**config.mk**
```make
export PLATFORM = sky130hd
export DESIGN_NAME = jtag_master_engine_flat
export DESIGN_NICKNAME = d
export VERILOG_FILES = /design/src/rtl/jtag_master_engine_if.sv /design/src/rtl/jtag_master_engine.sv /design/src/flat_wrapper.sv
export SDC_FILE = /design/constraint.sdc
export NUM_CORES = 1
export LEC_CHECK = 0
export BUFFER_PORTS_ARGS = -buffer_cell sky130_fd_sc_hd__buf_4
export CORE_MARGIN = 3
export CORE_UTILIZATION = 27
export DETAILED_ROUTE_END_ITERATION = 10
export GPL_TIMING_DRIVEN = 0
export SLEW_MARGIN = 40
export SYNTH_ARGS = -nofsm -noshare
export SYNTH_HDL_FRONTEND = slang
export SYNTH_SLANG_ARGS = --single-unit
```
**constraint.sdc**
```tcl
create_clock -name clk -period 7.1 [get_ports clk]
set_input_delay 0.71 -clock clk [delete_from_list [all_inputs] [get_ports clk]]
set_output_delay 0.71 -clock clk [all_outputs]
set_load 0.02 [all_outputs]
```
**src/rtl/jtag_master_engine_if.sv**
```systemverilog
// Command/response bundle for jtag_master_engine.
//   cmd_valid/cmd_ready : one-command-at-a-time handshake
//   cmd_op              : 0=RESET, 1=SHIFT_IR, 2=SHIFT_DR, 3=IDLE
//   cmd_len             : shift bit count or IDLE TCK count (0 or >MAX_LEN -> MAX_LEN)
//   cmd_data            : TDI bits, LSB shifted first
//   rsp_valid           : one-clk completion pulse
//   rsp_data            : captured TDO, held until the next completion
//   busy                : command in progress
// master = command issuer, slave = engine.
interface jtag_master_engine_if #(
  parameter int MAX_LEN = 32,
  parameter int LEN_W   = $clog2(MAX_LEN) + 1
);
  logic               cmd_valid;
  logic               cmd_ready;
  logic [1:0]         cmd_op;
  logic [LEN_W-1:0]   cmd_len;
  logic [MAX_LEN-1:0] cmd_data;
  logic               rsp_valid;
  logic [MAX_LEN-1:0] rsp_data;
  logic               busy;

  modport master (
    output cmd_valid, cmd_op, cmd_len, cmd_data,
    input  cmd_ready, rsp_valid, rsp_data, busy
  );

  modport slave (
    input  cmd_valid, cmd_op, cmd_len, cmd_data,
    output cmd_ready, rsp_valid, rsp_data, busy
  );
endinterface

```
**src/rtl/jtag_master_engine.sv**
```systemverilog
// jtag_master_engine: system-side JTAG initiator.
// Accepts RESET / SHIFT_IR / SHIFT_DR / IDLE commands, generates the TMS walk,
// divides clk into TCK (CLK_DIV clk low, then CLK_DIV clk high per bit),
// drives TDI, samples TDO and returns the captured bits. The target TAP is
// assumed to rest in RunTestIdle between commands; until a reset sequence has
// been issued (synced=0) every SHIFT/IDLE is preceded by one.
// Ports:
//   clk, tap_resetn (async, active-low)
//   bus        : jtag_master_engine_if.slave (cmd_*, rsp_*, busy)
//   jtag_tck/jtag_tms/jtag_tdi out, jtag_tdo in
//   jtag_trstn out, only when JTAG_MASTER_TRST_EN is defined: pulsed low for
//   2*CLK_DIV clk at the start of every reset sequence.
// Optional feature macro: JTAG_MASTER_TRST_EN (undefined by default).
module jtag_master_engine #(
  parameter int CLK_DIV = 4,
  parameter int MAX_LEN = 32,
  parameter int LEN_W   = $clog2(MAX_LEN) + 1
) (
  input  logic                  clk,
  input  logic                  tap_resetn,
  jtag_master_engine_if.slave   bus,
  output logic                  jtag_tck,
  output logic                  jtag_tms,
  output logic                  jtag_tdi,
`ifdef JTAG_MASTER_TRST_EN
  output logic                  jtag_trstn,
`endif
  input  logic                  jtag_tdo
);

  localparam int CNT_W = $clog2(2 * CLK_DIV) + 1;
  localparam logic [CNT_W-1:0] LAST_LOW  = CNT_W'(CLK_DIV - 1);
  localparam logic [CNT_W-1:0] LAST_HIGH = CNT_W'(2 * CLK_DIV - 1);
  localparam logic [LEN_W-1:0] LEN_MAX   = LEN_W'(MAX_LEN);

  localparam logic [1:0] OP_RESET    = 2'd0;
  localparam logic [1:0] OP_SHIFT_IR = 2'd1;
  localparam logic [1:0] OP_SHIFT_DR = 2'd2;
  localparam logic [1:0] OP_IDLE     = 2'd3;

  typedef enum logic [2:0] {
    S_IDLE, S_PRE_RST, S_WALK_IN, S_SHIFT, S_WALK_OUT, S_RTI_WAIT, S_DONE
  } state_t;

  state_t             state;
  state_t             nxt_state;
  logic [LEN_W-1:0]   idx;        // bit index within the current state
  logic [LEN_W-1:0]   nxt_idx;
  logic [CNT_W-1:0]   cnt;        // clk count within the current TCK bit
  logic [1:0]         op_r;
  logic [LEN_W-1:0]   len_r;
  logic [LEN_W-1:0]   len_last;
  logic [LEN_W-1:0]   norm_len;
  logic [MAX_LEN-1:0] data_r;
  logic [MAX_LEN-1:0] data_sh;
  logic [MAX_LEN-1:0] cap;
  logic               synced;
  logic               rst_done;
  logic               accept;
  logic               nxt_tms;
  logic               nxt_tdi;
`ifdef JTAG_MASTER_TRST_EN
  logic               trst_ph;    // TRST low window ahead of the TMS reset walk
`endif

  // TMS value for bit i of a given sequence state; all sequences start in RTI.
  function automatic logic tms_of(state_t st, logic [LEN_W-1:0] i,
                                  logic [1:0] op, logic [LEN_W-1:0] last);
    case (st)
      S_PRE_RST:  tms_of = (i < LEN_W'(5));                     // 1,1,1,1,1,0
      S_WALK_IN:  tms_of = (op == OP_SHIFT_IR) ? (i < LEN_W'(2)) // 1,1,0,0
                                                : (i == '0);     // 1,0,0
      S_SHIFT:    tms_of = (i == last);                          // exit on last bit
      S_WALK_OUT: tms_of = (i == '0);                            // 1,0
      default:    tms_of = 1'b0;
    endcase
  endfunction

  assign accept   = (state == S_IDLE) && bus.cmd_valid && bus.cmd_ready;
  assign norm_len = ((bus.cmd_len == '0) || (bus.cmd_len > LEN_MAX)) ? LEN_MAX : bus.cmd_len;
  assign len_last = len_r - LEN_W'(1);

  // Which bit follows the current one once its falling TCK edge is reached.
  always_comb begin
    nxt_state = state;
    nxt_idx   = idx + LEN_W'(1);
    rst_done  = 1'b0;
    case (state)
      S_PRE_RST: begin
        if (idx == LEN_W'(5)) begin
          rst_done = 1'b1;
          nxt_idx  = '0;
          case (op_r)
            OP_RESET: nxt_state = S_DONE;
            OP_IDLE:  nxt_state = S_RTI_WAIT;
            default:  nxt_state = S_WALK_IN;
          endcase
        end
      end
      S_WALK_IN: begin
        if (idx == ((op_r == OP_SHIFT_IR) ? LEN_W'(3) : LEN_W'(2))) begin
          nxt_state = S_SHIFT;
          nxt_idx   = '0;
        end
      end
      S_SHIFT: begin
        if (idx == len_last) begin
          nxt_state = S_WALK_OUT;
          nxt_idx   = '0;
        end
      end
      S_WALK_OUT: begin
        if (idx == LEN_W'(1)) nxt_state = S_DONE;
      end
      S_RTI_WAIT: begin
        if (idx == len_last) nxt_state = S_DONE;
      end
      default: ;
    endcase
  end

  assign data_sh = data_r >> nxt_idx;
  assign nxt_tms = tms_of(nxt_state, nxt_idx, op_r, len_last);
  assign nxt_tdi = (nxt_state == S_SHIFT) && data_sh[0];

  always_ff @(posedge clk or negedge tap_resetn) begin
    if (!tap_resetn) begin
      state         <= S_IDLE;
      idx           <= '0;
      cnt           <= '0;
      op_r          <= OP_RESET;
      len_r         <= LEN_MAX;
      synced        <= 1'b0;
      bus.cmd_ready <= 1'b1;
      bus.busy      <= 1'b0;
      bus.rsp_valid <= 1'b0;
      bus.rsp_data  <= '0;
      jtag_tck      <= 1'b0;
      jtag_tms      <= 1'b1;
      jtag_tdi      <= 1'b0;
`ifdef JTAG_MASTER_TRST_EN
      trst_ph       <= 1'b0;
      jtag_trstn    <= 1'b0;
`endif
    end else begin
      bus.rsp_valid <= 1'b0;
`ifdef JTAG_MASTER_TRST_EN
      jtag_trstn    <= ~trst_ph;
`endif
      case (state)
        S_IDLE: begin
          if (accept) begin
            op_r          <= bus.cmd_op;
            len_r         <= norm_len;
            bus.cmd_ready <= 1'b0;
            bus.busy      <= 1'b1;
            cnt           <= '0;
            idx           <= '0;
            jtag_tdi      <= 1'b0;
            if ((bus.cmd_op == OP_RESET) || !synced) begin
              state    <= S_PRE_RST;
              jtag_tms <= 1'b1;
`ifdef JTAG_MASTER_TRST_EN
              trst_ph    <= 1'b1;
              jtag_trstn <= 1'b0;
`endif
            end else if (bus.cmd_op == OP_IDLE) begin
              state    <= S_RTI_WAIT;
              jtag_tms <= 1'b0;
            end else begin
              state    <= S_WALK_IN;
              jtag_tms <= 1'b1;
            end
          end
        end
        S_DONE: begin
          bus.rsp_valid <= 1'b1;
          bus.rsp_data  <= cap;
          bus.cmd_ready <= 1'b1;
          bus.busy      <= 1'b0;
          state         <= S_IDLE;
        end
        default: begin
`ifdef JTAG_MASTER_TRST_EN
          if (trst_ph) begin
            if (cnt == LAST_HIGH) begin
              trst_ph    <= 1'b0;
              jtag_trstn <= 1'b1;
              cnt        <= '0;
            end else begin
              cnt <= cnt + CNT_W'(1);
            end
          end else
`endif
          if (cnt == LAST_LOW) begin
            jtag_tck <= 1'b1;
            cnt      <= cnt + CNT_W'(1);
          end else if (cnt == LAST_HIGH) begin
            // Falling edge: launch the next bit's TMS/TDI, or finish with TMS=0.
            jtag_tck <= 1'b0;
            cnt      <= '0;
            state    <= nxt_state;
            idx      <= nxt_idx;
            if (rst_done) synced <= 1'b1;
            if (nxt_state != S_DONE) begin
              jtag_tms <= nxt_tms;
              jtag_tdi <= nxt_tdi;
            end else begin
              jtag_tdi <= 1'b0;
            end
          end else begin
            cnt <= cnt + CNT_W'(1);
          end
        end
      endcase
    end
  end

  // TDO is taken on the clk where TCK rises; capture clears per command.
  always_ff @(posedge clk) begin
    if (accept) begin
      data_r <= bus.cmd_data;
      cap    <= '0;
    end else if ((state == S_SHIFT) && (cnt == LAST_LOW)) begin
      cap <= cap | (MAX_LEN'(jtag_tdo) << idx);
    end
  end

endmodule

```
**src/flat_wrapper.sv**
```systemverilog
// flat-port wrapper written by rule: the top's interface ports become plain ports
module jtag_master_engine_flat 
#(
  parameter int CLK_DIV = 4,
  parameter int MAX_LEN = 32,
  parameter int LEN_W   = $clog2(MAX_LEN) + 1
)
  (clk, tap_resetn, jtag_tck, jtag_tms, jtag_tdi, jtag_tdo, bus_cmd_valid, bus_cmd_op, bus_cmd_len, bus_cmd_data, bus_cmd_ready, bus_rsp_valid, bus_rsp_data, bus_busy);
  jtag_master_engine_if #(.MAX_LEN(MAX_LEN), .LEN_W(LEN_W)) bus_i ();
  input  logic clk;
  input  logic tap_resetn;
  output logic jtag_tck;
  output logic jtag_tms;
  output logic jtag_tdi;
  input  logic jtag_tdo;
  input wire logic [$bits(bus_i.cmd_valid)-1:0] bus_cmd_valid;
  input wire logic [$bits(bus_i.cmd_op)-1:0] bus_cmd_op;
  input wire logic [$bits(bus_i.cmd_len)-1:0] bus_cmd_len;
  input wire logic [$bits(bus_i.cmd_data)-1:0] bus_cmd_data;
  output wire logic [$bits(bus_i.cmd_ready)-1:0] bus_cmd_ready;
  output wire logic [$bits(bus_i.rsp_valid)-1:0] bus_rsp_valid;
  output wire logic [$bits(bus_i.rsp_data)-1:0] bus_rsp_data;
  output wire logic [$bits(bus_i.busy)-1:0] bus_busy;
  assign bus_i.cmd_valid = bus_cmd_valid;
  assign bus_i.cmd_op = bus_cmd_op;
  assign bus_i.cmd_len = bus_cmd_len;
  assign bus_i.cmd_data = bus_cmd_data;
  assign bus_cmd_ready = bus_i.cmd_ready;
  assign bus_rsp_valid = bus_i.rsp_valid;
  assign bus_rsp_data = bus_i.rsp_data;
  assign bus_busy = bus_i.busy;
  jtag_master_engine #(.CLK_DIV(CLK_DIV), .MAX_LEN(MAX_LEN), .LEN_W(LEN_W)) u_core (.clk(clk), .tap_resetn(tap_resetn), .bus(bus_i), .jtag_tck(jtag_tck), .jtag_tms(jtag_tms), .jtag_tdi(jtag_tdi), .jtag_tdo(jtag_tdo));
endmodule
```
==> out/results.txt <==
The run gives 61 as the maximum number of pins on one net before global-route repair. Setup repair after global routing left no endpoint under its margin. The wire-length estimate of the detail-placed layout is 10,650 µm. For this block, the initial DRC count from the detailed router was 253. After technology mapping, the gate count stands at 544. The number of buffers and inverters on the critical path is 1, and the power per standard cell area is 212.9 nW/µm².

The tools report the post-placement cell area as 6726 µm². The most frequent standard cell in the layout excluding fill and tap cells was sky130_fd_sc_hd__buf_4. The fraction of synthesized cell area taken by the top area cell type was 24.83%. The final hold violation count was 0. The most heavily used metal layer in global routing is met2. Post-CTS setup buffer count: 0. The number of warnings reported in the yosys synthesis log is 0, and the average via count per standard cell is 4.745. By area the synthesized netlist is led by sky130_fd_sc_hd__dfrtp_1 25%, sky130_fd_sc_hd__edfxtp_1 17%, sky130_fd_sc_hd__dfxtp_1 11%.

The top-level port count is 82. For the final-report setup violation count, the log shows 0. The total number of vias was 4,399.

The logs give 14,670 µm for the post-detailed-routing wire length and 2,133 for the number of filler instances in the final layout. Once placement completed, the tool counted placed cells totaling 896. The number of enable-type register cells in the synthesized netlist is 32. After synthesis, the largest family of logic cells by area is simple AND/OR/NAND/NOR gates.

After clock tree synthesis, the repair step resized 0 gates. The final layout contains 696 nets. The average wire length per cell after detail routing is 15.82 µm. Among the stages of the critical path, the cell type that occurs most often is sky130_fd_sc_hd__o21ai_0. Placeable core area: 20,560 µm². The count of buffers added on input and output ports is 81. The critical path goes through inv_1 > ha_1 > and3b_1 > o21ai_0 > a31oi_4 > o2111a_1 > o21ai_0 > o2111ai_1 > or4b_1 > a21oi_1. The met2 layer usage reported by global route is 20.30%, and the total clock buffers created by CTS is 17.

The first detailed-routing pass took 4 iterations. The global-route congestion overflow total came out at 0. The number of H-tree levels is 4. 0 antenna diodes ended up in the layout. In this run the tightest slew margin relative to its limit is 44.24%.

Counting flops and latches in the post-synthesis netlist gives 124. The worst setup path is captured at a flip-flop. The clock passes through at most 2 buffers. The initial antenna violation count was 0.

Layout overhead on the synthesized area: 26.60%. VDD sags by at most 0.1505 mV. Summing the areas of all and, or, nand and nor instances in the mapped netlist gives 16.53% of the synthesized area.

The die covers 23,060 µm². In this run the worst path has a maximum fanout of 7. The final critical-path share of the clock period is 45.84%.

Die span in x: 151.9 µm. The post-detailed-route DRC marker count came out at 0. The flow ran to the end, and the final reports show no timing, DRC or antenna violations.

The synthesized design spends more area on one cell type than any other, namely sky130_fd_sc_hd__dfrtp_1. The first global-routing pass estimated 23,600 µm of wire. The tools report the total clock sinks as 124. The critical path is of the reg2reg type. Once detail routing completed, the nets flagged for antenna violations numbered 0. The initialized floorplan defines 52 standard-cell rows. Kind of start point of the critical path: a flip-flop. Worst hold-check path type: in2async. Longest individual stage delay on the worst path: 0.58 ns. TritonCTS built the clock tree. For this design the total switching power over the nets is 0.3302 mW. The timing-limited maximum frequency is 307.2 MHz. In this run, distinct cell masters in the synthesized netlist total 68. In this run the cell area of the synthesized design comes to 5744 µm². The tools report the power share of the sequential group as 47.3%. The die is 151.9 µm tall. Summing the areas of all compound-gate instances in the mapped netlist gives 13.55% of the synthesized area.

Data on the critical path is required at its endpoint by 7.44 ns. The initial utilization of the core area, before any placement, comes to 27.94%. In the final layout, the share of cells above drive strength 1 is 27.55%. The design internal power was 1.218 mW; the fraction of power spent switching nets was 21.33%.

The congestion estimate from routability-driven global placement came to 0.8873. The tools report the post-route cell area as 7272 µm². For the final total negative setup slack, the log shows 0 ns. The net count after synthesis came out at 595.

The slowest stage of the critical path is the sky130_fd_sc_hd__or4b_1 cell. On the final layout, the worst clock skew is 0.01361 ns. The met3 track utilization from global routing was 3.129%.

The clock-pin slew on the worst setup and hold paths was 0.06 ns. The clock reaches the later pin of the worst-skew pair after 0.42 ns. The library cells used most frequently in the layout, excluding fill and tap cells, are 80 x sky130_fd_sc_hd__buf_4, 73 x sky130_fd_sc_hd__nor2_1, 57 x sky130_fd_sc_hd__dfrtp_1, 54 x sky130_fd_sc_hd__a21oi_1, 47 x sky130_fd_sc_hd__nand2_1. For the max-slew violation count, the log shows 0. The kind of cell adding the most delay to the critical path is compound AO/OA/AOI/OAI gates. In the synthesized netlist the dominant register cell turns out to be sky130_fd_sc_hd__dfrtp_1. The relative contribution of the clock network to total power is 50.8%. The fraction of the mapped netlist area in adder cells works out to 1.525%.

Of the post-synthesis cell area, the part taken by muxes is 8.168%. The transition time at the pin with the least slew margin was 0.8334 ns. For this run, asynchronously set or reset flops after synthesis account for 48.39%.

The number of standard cells in the layout, taps in and fillers out is 927, and the met1 demand-to-capacity share in global routing is 17.09%. For this run, the total global-route usage over all layers was measured as 12.81%. In this run the clock root is driven by a sky130_fd_sc_hd__clkbuf_16. The mean area per synthesized cell was 10.56 µm². Shortest clock period the worst path allows after layout: 3.255 ns. For the via count of the first global-routing pass, the log shows 4,347. For this design the static power due to leakage is 3.171 nW.

The logs give 0 for the number of hold-repair buffers added at the cts stage and 3.60 ns for the data arrival at the endpoint of the critical path. Area share of xor/xnor cells in the synthesized design: 2.897%. The number of max-capacitance violations reported is 0. Cells fill 35.37% of the core in the end. The fraction of power consumed by combinational cells is 2.0%, and the sequential fraction of the synthesis area is 54.08%.
==> synthesized netlist by cell type (5+ instances only) <==
| cell type | n |
|---|---|
| sky130_fd_sc_hd__buf_6 | 6 |
| sky130_fd_sc_hd__ha_1 | 7 |
| sky130_fd_sc_hd__xnor2_1 | 11 |
| sky130_fd_sc_hd__and3_1 | 6 |
| sky130_fd_sc_hd__nor2_1 | 74 |
| sky130_fd_sc_hd__nand2_1 | 47 |
| sky130_fd_sc_hd__xor2_1 | 8 |
| sky130_fd_sc_hd__clkbuf_1 | 10 |
| sky130_fd_sc_hd__a211oi_1 | 5 |
| sky130_fd_sc_hd__o21ai_0 | 25 |
| sky130_fd_sc_hd__inv_1 | 10 |
| sky130_fd_sc_hd__a21oi_1 | 55 |
| sky130_fd_sc_hd__mux2_2 | 33 |
| sky130_fd_sc_hd__nor3_1 | 10 |
| sky130_fd_sc_hd__dfrtp_1 | 57 |
| sky130_fd_sc_hd__dfxtp_1 | 32 |
| sky130_fd_sc_hd__nand3_1 | 12 |
| sky130_fd_sc_hd__buf_1 | 6 |
| sky130_fd_sc_hd__edfxtp_1 | 32 |
| sky130_fd_sc_hd__nand3b_1 | 8 |
==> power by group through the flow <==
stage	clock network, mW	registers [mW]	logic, mW
3_5_place_dp	0	0.746	0.0311
6_report	0.786	0.732	0.0302
4_1_cts	0.802	0.732	0.0314
3_3_place_gp	0	0.746	0.0306
5_1_grt	0.835	0.732	0.0343
2_1_floorplan	0	0.746	0.00247
==> layout make-up <==
cell class | count | area, µm² | area share, %
Sequential cell | 124 | 3107 | 42.72
Multi-Input combinational cell | 383 | 2465 | 33.90
Timing Repair Buffer | 82 | 639.4 | 8.792
Clock buffer | 21 | 470.5 | 6.469
Tap cell | 270 | 337.8 | 4.646
Buffer | 24 | 138.9 | 1.910
Clock inverter | 10 | 65.06 | 0.8947
Inverter | 13 | 48.80 | 0.6710
==> cells by family after synthesis <==
family                     Yosys count
adders and majority gates            7
and+or+nand+nor                    195
AOI/OAI and AO/OA                  123
xor gates and xnor gates            19
DFF                                124
muxes                               39
buffers and inverters               37
==> stage by stage <==
step	power [mW]	hold WS, ns	worst slack (ns)
after floorplan	0.7482	0.4144	4.325
after global placement	0.7764	0.4501	3.519
after detailed placement	0.7768	0.4566	3.875
after CTS	1.565	0.4153	3.866
after global routing	1.601	0.3139	3.686
final	1.548	0.2806	3.845
==> flip-flops by register name, summed over array words and instances (netlist names) <==
register,count
u_core.bus.rsp_data,32
u_core.op_r,2
u_core.idx,6
u_core.synced,1
u_core.bus.cmd_ready,1
u_core.state,3
u_core.cap,32
u_core.cnt,4
u_core.len_r,6
u_core.jtag_tms,1
u_core.jtag_tdi,1
u_core.jtag_tck,1
u_core.data_r,32
u_core.bus.busy,1
u_core.bus.rsp_valid,1
==> layer usage <==
layer,wire (µm),vias to the layer above
met4,269,0
met5,0,-
met1,6911,2114
met2,6921,98
li1,-,2166
met3,565,21
==> final timing paths <==
kind	startpoint	endpoint	slack, ns	cells past startpoint
setup / recovery	u_core.len_r[0]	u_core.jtag_tms	3.85	10
hold / removal	tap_resetn	u_core.jtag_tck	0.28	1
setup reg to reg	u_core.len_r[0]	u_core.jtag_tms	3.85	10
hold reg to reg	u_core.cap[13]	u_core.cap[13]	0.47	2
max in group asynchronous	tap_resetn	u_core.len_r[4]	6.40	1
min in group clk	bus_cmd_data[7]	u_core.data_r[7]	0.47	1
No activity file was read; power rests on OpenSTA's default activity.
